==> src/rtl/display_responder.sv <==
// display_responder: buffers CPU display stores in a FIFO and drains one word per DRAIN_CYCLES clocks to the video output, reporting Ready/Busy/Overflow/Count via DSR
module display_responder #(
  parameter int FIFO_DEPTH   = 4,
  parameter int DRAIN_CYCLES = 8
) (
  input  logic                          Clk,
  input  logic                          Reset,
  input  logic                          DDR_Write,
  input  logic [15:0]                   DDR_Data,
  input  logic                          Overflow_Clear,
  output logic [15:0]                   DSR,
  output logic [15:0]                   Data_ToVideo,
  output logic                          Pop_Strobe,
  output logic                          Busy,
  output logic [$clog2(FIFO_DEPTH):0]   Count
);
  localparam int AW = $clog2(FIFO_DEPTH);
  localparam int DW = DRAIN_CYCLES > 1 ? $clog2(DRAIN_CYCLES) : 1;
  localparam logic [AW:0]   DEPTH = FIFO_DEPTH[AW:0];
  localparam logic [DW-1:0] LOAD  = DW'(DRAIN_CYCLES - 1);
  typedef enum logic {IDLE, HOLD} state_t;
  state_t state, state_next;
  logic [15:0]   mem [FIFO_DEPTH];
  logic [AW-1:0] wr_ptr, rd_ptr;
  logic [DW-1:0] drain_cnt, drain_next;
  logic          overflow, full, push, pop;
  assign full = Count == DEPTH;
  assign push = DDR_Write && !full;
  assign Busy = state == HOLD;
  assign DSR  = {!full, Busy, overflow, 10'd0, 3'(Count)};
  always_comb begin
    state_next = state;
    drain_next = drain_cnt;
    pop        = 1'b0;
    if (state == IDLE) begin
      if (Count != 0) begin
        pop        = 1'b1;
        drain_next = LOAD;
        state_next = HOLD;
      end
    end else if (drain_cnt != 0) begin
      drain_next = drain_cnt - 1'b1;
    end else if (Count != 0) begin
      pop        = 1'b1;
      drain_next = LOAD;
    end else begin
      state_next = IDLE;
    end
  end
  always_ff @(posedge Clk)
    if (push) mem[wr_ptr] <= DDR_Data;
  always_ff @(posedge Clk) begin
    if (Reset) begin
      state        <= IDLE;
      drain_cnt    <= '0;
      wr_ptr       <= '0;
      rd_ptr       <= '0;
      Count        <= '0;
      overflow     <= 1'b0;
      Pop_Strobe   <= 1'b0;
      Data_ToVideo <= 16'h0000;
    end else begin
      state      <= state_next;
      drain_cnt  <= drain_next;
      Pop_Strobe <= pop;
      Count      <= Count + {{AW{1'b0}}, push} - {{AW{1'b0}}, pop};
      overflow   <= (DDR_Write && full) || (overflow && !Overflow_Clear);
      if (push) wr_ptr <= wr_ptr + 1'b1;
      if (pop) begin
        rd_ptr       <= rd_ptr + 1'b1;
        Data_ToVideo <= mem[rd_ptr];
      end
    end
  end
endmodule

==> config.mk <==
export PLATFORM = sky130hd
export DESIGN_NAME = display_responder
export DESIGN_NICKNAME = d
export VERILOG_FILES = /design/src/rtl/display_responder.sv
export SDC_FILE = /design/constraint.sdc
export NUM_CORES = 1
export LEC_CHECK = 0
export CAP_MARGIN = 20
export CORE_ASPECT_RATIO = 1.4
export CORE_MARGIN = 2
export CORE_UTILIZATION = 29
export CTS_CLUSTER_DIAMETER = 60
export CTS_CLUSTER_SIZE = 25
export DETAILED_ROUTE_END_ITERATION = 16
export SLEW_MARGIN = 20
export SYNTH_ARGS = -nofsm -noshare
export SYNTH_HDL_FRONTEND = slang
export SYNTH_SLANG_ARGS = --single-unit
==> constraint.sdc <==
create_clock -name Clk -period 2.9 [get_ports Clk]
set_clock_uncertainty 0.05 [all_clocks]
set_input_delay 0.435 -clock Clk [delete_from_list [all_inputs] [get_ports Clk]]
set_output_delay 0.435 -clock Clk [all_outputs]
set_load 0.005 [all_outputs]
==> results.yml <==
outcome:
  status: "completed"
sta:
  setup_tns_ns: 0
  worstMarginPinSlew_ns: 0.529
  fin_crit_ns: 2.41
  slew_viol_final: 0
  rsz0062_at_grt: "no"
  setup_viol: 0
  relSlewSlack_pct: 64.7
  finalCritPeriodShare_pct: 83.0
  finalHoldViolations: 0
  fmax_mhz: 415
clocking:
  path_clk_slew_ns: 0.06
  ctsResizeCount: 0
  cts_max_path_buffers: 2
  cts-htree-levels: 3
  cts_hold_buf: 0
  cts_made_buffers: 9
  cts_tree: "yes"
  cts_sinks: 93
  root_buffer: "clkbuf_16"
  cts_setup_buffers: 0
  clkLatencyLatePin_ns: 0.33
synthesis:
  avgSynthCellArea_um2: 16.4
  yosys.area_share.simple_pct: 5.62
  synth_compound_area_share_pct: 1.46
  ys_types: 31
  synth_top_family_by_area: "multiplexers"
  synthMuxAreaShare_pct: 14.1
  yosys_warnings: 0
  synth-seq-area-share_pct: 67.7
  syn_inst: 225
  synth-seq-cells: 93
  synth_xor_area_share_pct: 1.18
  syn_area_mm2: 0.00370
  yosys.area_share.adder_pct: 3.25
critical_path:
  crit_path_start: "Count[2]"
  crit_path_cell_trace: "or3b_1 > and2_4 > clkinv_4 > ha_1 > inv_1 > ha_1 > fa_1 > xnor2_1 > xnor2_1 > nor2_1"
  rr_startpoint: "Count[2]"
  critPathCaptureType: "register"
  max_stage_delay_ns: 0.47
  crit_fanout: 7
  worstPathArrival_ns: 2.57
  crit_path_top_delay_cell: "or3b_1"
  critical_path_class: "reg2reg"
  crit_required_ns: 3.06
  startpoint_type: "register"
route:
  ant_nets: 0
  vias_per_cell: 4.47
  num_vias: 1899
  routedWlPerCell_um: 15.2
  drt_iter0_markers: 58
  wirelength_mm: 6.44
  dr.pass1.iters: 4
  drc: 0
run:
  drv_cap: 0
global_route:
  grt_start_max_net_pins: 30
  grt_use_total_pct: 10.1
  grt_pass1_vias: 1928
  grt_pass1_wl_mm: 10.1
  grt-ovfl-total: 0
  antenna_found_initial: 0
pwr:
  power_mw: 4.51
  leakage_nw: 1.62
  cellPowerDensity_mw_per_mm2: 986
  ir_drop_mv: 0.325
final_layout:
  filler_cell_count: 1186
  nets: 299
  syn2layout_area_growth_pct: 23.6
  n_antenna_cell: 0
  drive_gt1_share_pct: 16.7
min_path:
  hold_class: "reg2reg"
  min_from: "overflow"
floorplanning:
  ioPinCount: 57
  start_util_pct: 29.9
  fp.dieW_um: 99.4
  std_cell_rows: 48
  coreArea_mm2: 0.0124
  die_area_mm2: 0.0137
  die_h_um: 138
placed_design:
  io_buffers: 46
  finalWeightedCongestion: 0.705
  place_hpwl_mm: 4.05
cell usage after synthesis, drive strengths merged:
cell | number | area [µm²]
edfxtp | 64 | 1920
dfxtp | 29 | 581
nor2 | 24 | 90.1
buf | 22 | 184
mux2i | 16 | 160
mux4 | 16 | 360
inv | 11 | 41.3
ha | 8 | 100
xnor2 | 5 | 43.8
and3 | 4 | 30.0
nand2 | 4 | 17.5
a211oi | 3 | 22.5
clkbuf | 3 | 11.3
nor3 | 3 | 20.0
a21oi | 2 | 13.8
and2 | 2 | 15.0
nor2b | 2 | 12.5
a221oi | 1 | 8.76
a2bb2oi | 1 | 8.76
clkinv | 1 | 8.76
conb | 1 | 3.75
fa | 1 | 20.0
nand2b | 1 | 13.8
or3b | 1 | 8.76
power by group:
| part | switching (mW) | total (mW) | internal (mW) |
|---|---|---|---|
| logic | 0.579 | 1.33 | 0.749 |
| registers | 0.148 | 1.84 | 1.69 |
| clock network | 0.472 | 1.34 | 0.871 |
| total | 1.20 | 4.51 | 3.31 |
stage by stage:
step | setup slack, ns | hold WS (ns) | cells | util, % | area, µm²
final | 0.492 | 0.443 | 425 | 36.9 | 4570
after global routing | 0.321 | 0.471 | 425 | 36.9 | 4570
after global placement | 0.306 | 0.422 | 409 | 34.1 | 4220
after detailed placement | 0.253 | 0.428 | 409 | 34.1 | 4220
after CTS | 0.469 | 0.445 | 425 | 36.9 | 4570
after floorplan | 0.490 | 0.407 | 234 | - | 3730
critical path, delay by kind of cell (launching register included):
kind          cells  cell delay, ns
simple gates      3            0.75
fa+ha+maj         3            0.67
flops             1            0.41
xor+xnor          2            0.32
buf+inv           2            0.09
worst paths after layout:
path	endpoint	slack, ns	cells after the start
max	Count[2]	0.49	10
min	overflow	0.44	2
max reg2reg	Count[2]	0.49	10
min reg2reg	overflow	0.44	2
metal layers:
layer | GRT usage, % | up-vias | part of all wire (%)
met5 | 0 | - | 0
li1 | - | 888 | -
met1 | 11.7 | 961 | 42
met3 | 1.83 | 7 | 3.0
met2 | 17.6 | 43 | 53
met4 | 5.48 | 0 | 1.5
cells in the final DEF (no fill, tap or decap), drive strengths merged:
cell type and n:
edfxtp 64, buf 4, nor3 3, dfxtp 29, nor2 24, inv 12
mux4 16, clkdlybuf4s50 46, xnor2 5, a221oi 1, and3 4, a21oi 2
conb 10, nand2 4, nor2b 2, a211oi 3, mux2i 16, a2bb2oi 1
ha 8, clkinv 2, or3b 1, bufinv 3, nand2b 1, clkbuf 11
and2 2, fa 1
cell type report:
type                       instances  area, µm²  share of cell area, %
timing repair buffer              50        490                   10.7
multi-input combinational        104        987                   21.6
clock buffer                      11        243                   5.31
tap                              150        188                   4.11
inverter                          12       50.0                   1.10
clock inverter                     5        108                   2.36
sequential                        93       2500                   54.8
state kept, by name, indices dropped and copies added, names as in the netlist, 2 cells and up:
signal,cells
drain_cnt,3
wr_ptr,2
rd_ptr,2
mem,64
Data_ToVideo,16
Count,3
cell families after synthesis:
group                    count (synthesis)
adder cells (fa/ha/maj)                  9
flip-flops                              93
AND/OR/NAND/NOR                         41
multiplexers                            32
other                                    1
AO/OA/AOI/OAI                            7
XOR/XNOR                                 5
buffers and inverters                   37
(Power assumes the default switching activity.)
